[src/rtl/fir_pkg.sv]
// Shared types and helpers for the polyphase interpolating FIR: FSM state,
// constant log2 and the arithmetic-shift-then-saturate width reduction.
package fir_pkg;

    typedef enum logic {
        IDLE = 1'b0,
        RUN  = 1'b1
    } state_t;

    function automatic int f_clog2(input int value);
        int result;
        result = 0;
        while ((1 << result) < value) begin
            result = result + 1;
        end
        return result;
    endfunction

    // Operands arrive sign-extended to 64 bits so one helper serves every width.
    function automatic logic signed [63:0] f_sat_trunc(
        input logic signed [63:0] value,
        input int                 nbOut,
        input int                 dropBits
    );
        logic signed [63:0] shifted;
        logic signed [63:0] maxVal;
        logic signed [63:0] minVal;
        shifted = value >>> dropBits;
        maxVal  = (64'sd1 <<< (nbOut - 1)) - 64'sd1;
        minVal  = -(64'sd1 <<< (nbOut - 1));
        if (shifted > maxVal) begin
            return maxVal;
        end else if (shifted < minVal) begin
            return minVal;
        end
        return shifted;
    endfunction

endpackage

[src/rtl/fir_sat_round.sv]
// Combinational accumulator-to-output width reduction: optional round half up
// (macro FIR_ROUND_EN), arithmetic shift, then saturation. Never wraps.
module fir_sat_round
    import fir_pkg::*;
#(
    parameter int NB_ACC    = 19,
    parameter int NB_OUTPUT = 8,
    parameter int DROP      = 7
) (
    input  logic signed [NB_ACC-1:0]    i_acc,
    output logic signed [NB_OUTPUT-1:0] o_data
);

    logic signed [63:0] w_wide;

`ifdef FIR_ROUND_EN
    localparam int                ROUND_POS   = (DROP > 0) ? DROP - 1 : 0;
    localparam logic [NB_ACC:0]   ROUND_CONST = (DROP > 0) ? ((NB_ACC + 1)'(1) << ROUND_POS) : '0;

    // One extra bit so the rounding add itself cannot overflow before saturation.
    logic signed [NB_ACC:0] w_rounded;
    assign w_rounded = $signed({i_acc[NB_ACC-1], i_acc}) + $signed(ROUND_CONST);
    assign w_wide    = {{(63 - NB_ACC){w_rounded[NB_ACC]}}, w_rounded};
`else
    assign w_wide    = {{(64 - NB_ACC){i_acc[NB_ACC-1]}}, i_acc};
`endif

    assign o_data = NB_OUTPUT'(f_sat_trunc(w_wide, NB_OUTPUT, DROP));

endmodule

[src/rtl/fir_polyphase_interp.sv]
// Polyphase interpolating FIR (upsample by OS) with valid/ready on both sides.
// Build macro FIR_ROUND_EN selects round-half-up instead of truncation.
module fir_polyphase_interp
    import fir_pkg::*;
#(
    parameter int NB_INPUT   = 8,
    parameter int NBF_INPUT  = 7,
    parameter int NB_OUTPUT  = 8,
    parameter int NBF_OUTPUT = 7,
    parameter int NB_COEFF   = 8,
    parameter int NBF_COEFF  = 7,
    parameter int OS         = 4,
    parameter int N_TAPS     = 6,
    parameter logic [OS*N_TAPS*NB_COEFF-1:0] COEFFS = {
        8'h01, 8'h02, 8'h03, 8'h00, 8'hF9, 8'hF1, 8'hF0, 8'h00,
        8'h22, 8'h4D, 8'h72, 8'h80, 8'h72, 8'h4D, 8'h22, 8'h00,
        8'hF0, 8'hF1, 8'hF9, 8'h00, 8'h03, 8'h02, 8'h01, 8'h00
    }
) (
    input  logic                        clock,
    input  logic                        i_reset,
    input  logic                        i_enable,
    input  logic signed [NB_INPUT-1:0]  i_data,
    input  logic                        i_valid,
    output logic                        o_in_ready,
    output logic signed [NB_OUTPUT-1:0] o_data,
    output logic                        o_valid,
    input  logic                        i_out_ready
);

    localparam int L        = OS * N_TAPS;
    localparam int NB_ACC   = NB_INPUT + NB_COEFF + f_clog2(N_TAPS);
    localparam int NB_PHASE = (f_clog2(OS) < 1) ? 1 : f_clog2(OS);
    localparam int IDX_W    = (f_clog2(L) < 1) ? 1 : f_clog2(L);
    localparam int DROP     = NBF_INPUT + NBF_COEFF - NBF_OUTPUT;

    localparam logic [NB_COEFF-1:0]    C_MOST_NEG = {1'b1, {(NB_COEFF - 1){1'b0}}};
    localparam logic signed [NB_COEFF:0] C_UNITY  = {2'b01, {(NB_COEFF - 1){1'b0}}};

    state_t                        r_state;
    logic [NB_PHASE-1:0]           r_phase;
    logic signed [NB_INPUT-1:0]    r_x [N_TAPS];
    logic signed [NB_OUTPUT-1:0]   r_data;
    logic                          r_valid;

    logic                          w_lastPhase;
    logic                          w_inReady;
    logic                          w_inAcc;
    logic                          w_outAcc;
    logic [NB_PHASE-1:0]           w_pSel;
    logic signed [NB_INPUT-1:0]    w_xSel [N_TAPS];
    logic signed [NB_COEFF:0]      w_coefTab [L];
    logic signed [NB_ACC-1:0]      w_acc;
    logic signed [NB_OUTPUT-1:0]   w_yOut;

    // The most negative code stands for +1.0 so a unity centre tap fits in
    // NB_COEFF bits; a -1.0 tap never occurs in a raised-cosine prototype.
    for (genvar k = 0; k < L; k++) begin : g_coef
        localparam logic [NB_COEFF-1:0] RAW = COEFFS[k*NB_COEFF +: NB_COEFF];
        assign w_coefTab[k] = (RAW == C_MOST_NEG) ? C_UNITY : $signed({RAW[NB_COEFF-1], RAW});
    end

    assign w_lastPhase = (r_phase == NB_PHASE'(OS - 1));
    assign w_inReady   = i_enable & ((r_state == IDLE) | ((r_state == RUN) & w_lastPhase & i_out_ready));
    assign w_inAcc     = i_valid & w_inReady;
    assign w_outAcc    = r_valid & i_out_ready & i_enable;
    assign w_pSel      = w_inAcc ? '0 : r_phase + NB_PHASE'(1);

    // The filter evaluates the sample set and phase that will be current next cycle.
    always_comb begin
        for (int t = 0; t < N_TAPS; t++) begin
            w_xSel[t] = r_x[t];
        end
        if (w_inAcc) begin
            w_xSel[0] = i_data;
            for (int t = 1; t < N_TAPS; t++) begin
                w_xSel[t] = r_x[t-1];
            end
        end
    end

    always_comb begin : p_mac
        logic [IDX_W-1:0]         idx;
        logic signed [NB_ACC-1:0] xExt;
        logic signed [NB_ACC-1:0] cExt;
        w_acc = '0;
        for (int t = 0; t < N_TAPS; t++) begin
            idx   = IDX_W'(t * OS) + IDX_W'(w_pSel);
            xExt  = {{(NB_ACC - NB_INPUT){w_xSel[t][NB_INPUT-1]}}, w_xSel[t]};
            cExt  = {{(NB_ACC - NB_COEFF - 1){w_coefTab[idx][NB_COEFF]}}, w_coefTab[idx]};
            w_acc = w_acc + xExt * cExt;
        end
    end

    fir_sat_round #(
        .NB_ACC    (NB_ACC),
        .NB_OUTPUT (NB_OUTPUT),
        .DROP      (DROP)
    ) u_sat_round (
        .i_acc  (w_acc),
        .o_data (w_yOut)
    );

    // A new sample wins over retiring the last phase, which keeps full rate.
    always_ff @(posedge clock) begin
        if (i_reset) begin
            r_state <= IDLE;
            r_phase <= '0;
            r_data  <= '0;
            r_valid <= 1'b0;
            for (int t = 0; t < N_TAPS; t++) begin
                r_x[t] <= '0;
            end
        end else if (i_enable) begin
            if (w_inAcc) begin
                for (int t = 0; t < N_TAPS; t++) begin
                    r_x[t] <= w_xSel[t];
                end
                r_phase <= '0;
                r_state <= RUN;
                r_valid <= 1'b1;
                r_data  <= w_yOut;
            end else if (w_outAcc) begin
                if (!w_lastPhase) begin
                    r_phase <= w_pSel;
                    r_data  <= w_yOut;
                end else begin
                    r_state <= IDLE;
                    r_valid <= 1'b0;
                end
            end
        end
    end

    assign o_in_ready = w_inReady;
    assign o_data     = r_data;
    assign o_valid    = r_valid;

endmodule

[config.mk]
export PLATFORM = sky130hd
export DESIGN_NAME = fir_polyphase_interp
export DESIGN_NICKNAME = d
export VERILOG_FILES = /design/src/rtl/fir_pkg.sv /design/src/rtl/fir_sat_round.sv /design/src/rtl/fir_polyphase_interp.sv
export SDC_FILE = /design/constraint.sdc
export NUM_CORES = 1
export LEC_CHECK = 0
export ABC_AREA = 1
export CORE_AREA = 2 2 159 192
export DETAILED_ROUTE_END_ITERATION = 7
export DIE_AREA = 0 0 161 194
export HOLD_SLACK_MARGIN = 0.02
export SLEW_MARGIN = 40
export SYNTH_ARGS = -nofsm -noshare
export SYNTH_HDL_FRONTEND = slang
export SYNTH_HIERARCHICAL = 1
export SYNTH_SLANG_ARGS = --single-unit
[constraint.sdc]
create_clock -name clock -period 8.3 [get_ports clock]
set_input_delay 0.83 -clock clock [delete_from_list [all_inputs] [get_ports clock]]
set_output_delay 0.83 -clock clock [all_outputs]
set_load 0.03 [all_outputs]
==> out/metrics.yaml <==
clocking:
  worstSkewPairLatency_ns: 0.37
  cts_buffers: 9
  clk_pin_slew_ns: 0.06
  cts_root_buf: "clkbuf_16"
  cts_buffer_depth: 2
  cts_sinks: 59
  cts_tree: "yes"
  htreeDepth: 3
placement:
  dp.final_hpwl_um: 31000
  port_buffers: 22
  place.gp.congestion: 0.958
flow_run:
  max-cap-violations: 0
floorplanning:
  start_util_pct: 44.2
  die_w_um: 161
  row_count: 69
  die_h_um: 194
  core_area_um2: 29400
  dieArea_um2: 31200
  ios: 23
sta:
  finalCriticalPeriod_ns: 8.17
  slew_viol_final: 0
  finClkSkew_ns: 0.0144
  period_share_pct: 98.4
  hold_slack_ns: 0.462
  setup_violations: 0
  worst_slew_pin_slew_ns: 0.670
  maxSlewHeadroom_pct: 55.3
  clock.fmax_mhz: 122
  grt_setup_unrepaired: "true"
  finalHoldViolations: 0
finish:
  syn2layout_area_growth_pct: 25.2
  drive_above_1_share_pct: 23.9
  final_util_pct: 55.3
  n_fill_cell: 2722
  antenna_cells: 0
  fin_nets: 2130
worst_setup_path:
  arrival_ns: 8.47
  crit_slowest_cell: "fa_2"
  crit_path_start_kind: "input port"
  criticalPathCategory: "in -> reg"
  path_max_fanout: 7
  rr_worst_depth: 36
  cpMostUsedCell: "fa_1"
  worstPathRequired_ns: 8.60
  critPathCaptureType: "flop"
  slowest_delay_ns: 0.60
route:
  drtPass1Iterations: 4
  via_count: 9901
  ant_nets: 0
  finalWirelength_um: 36200
  via_per_inst: 4.75
  drt-wirelength-per-cell_um: 17.4
  drtIter0Drc: 527
  post-route-drc-count: 0
grt:
  grt_antenna_before_repair: 0
  grt_max_degree: 43
  grt_use_total_pct: 24.3
  grt_pass1_vias: 10500
  grt_overflow: 0
  grt_pass1_wl_um: 57100
status:
  status: "finished, final reports clean"
logic_synthesis:
  syn-num-nets: 1904
  netlist_instances: 1465
  synth_area_um2: 13000
  ys_warn_count: 6
  syn_avg_cell_area_um2: 8.85
min_path:
  hold_path_class: "reg -> reg"
  holdPathStages: 2
-- cell type report --
cell class / count / area, um2 / share of cell area (%)
multi-input combinational: 927 / 10100 / 62.0
sequential: 59 / 1670 / 10.3
clock buffer: 10 / 250 / 1.54
clock inverter: 6 / 41.3 / 0.254
tap: 390 / 488 / 3.00
timing repair buffer: 242 / 2010 / 12.4
inverter: 452 / 1710 / 10.6
-- worst paths after layout --
path	start	endpoint	slack, ns
worst min-delay path	o_data[7]	o_data[7]	0.46
worst max-delay path	i_out_ready	o_data[0]	0.13
worst max register to register	r_phase[0]	o_data[0]	0.16
worst min register to register	o_data[7]	o_data[7]	0.46
-- metal layers --
metal | vias up | global-route usage [%] | share of wire [%]
li1 | 4745 | - | -
met1 | 4898 | 31.1 | 41
met2 | 183 | 42.1 | 52
met3 | 75 | 2.72 | 3.0
met4 | 0 | 9.66 | 4.8
met5 | - | 0 | 0
-- placed cells by master (no fill, tap or decap), drive strengths merged, types with 3 or more instances in the layout --
cell,n
a21oi,32
nand2,172
nand3,24
clkinv,3
clkdlybuf4s50,18
inv,455
clkbuf,13
o21ai,43
dfxtp,11
buf,221
nor2,188
edfxtp,48
o21bai,8
ha,175
a21o,3
a21boi,4
xnor2,3
xor2,11
fa,251
nor3,4
-- worst max-delay path, delay by kind of cell --
kind            cells  cell delay, ns
simple gates       13            1.16
fa+ha+maj          10            4.91
buf+inv             9            0.84
compound gates      4            0.70
-- stage by stage --
step | cell area [um2] | TNS, ns | instances | setup slack, ns
floorplan | 13200 | -0.265 | 1465 | -0.0380
global placement | 15300 | -7.38 | 2051 | -0.950
detailed placement | 15300 | -7.89 | 2051 | -1.02
CTS | 15700 | 0 | 2068 | 0.00158
global route | 16200 | -1.27 | 2086 | -0.211
finish | 16200 | 0 | 2086 | 0.130
-- repair_timing --
action	4_1_cts	5_1_grt
hold buffers	0	0
pin swaps	22	84
resized for setup	34	120
setup buffers	1	19
setup endpoints to repair	8	8
gates cloned	0	1
-- registers in the layout (all words and copies together), names as in the netlist --
name,flops
r_x,48
o_data,8
r_phase,2
r_state,1
Power is left out: the tool's default activity adds up to more than one toggle a clock period on the data nets, which glitch-free logic cannot reach.
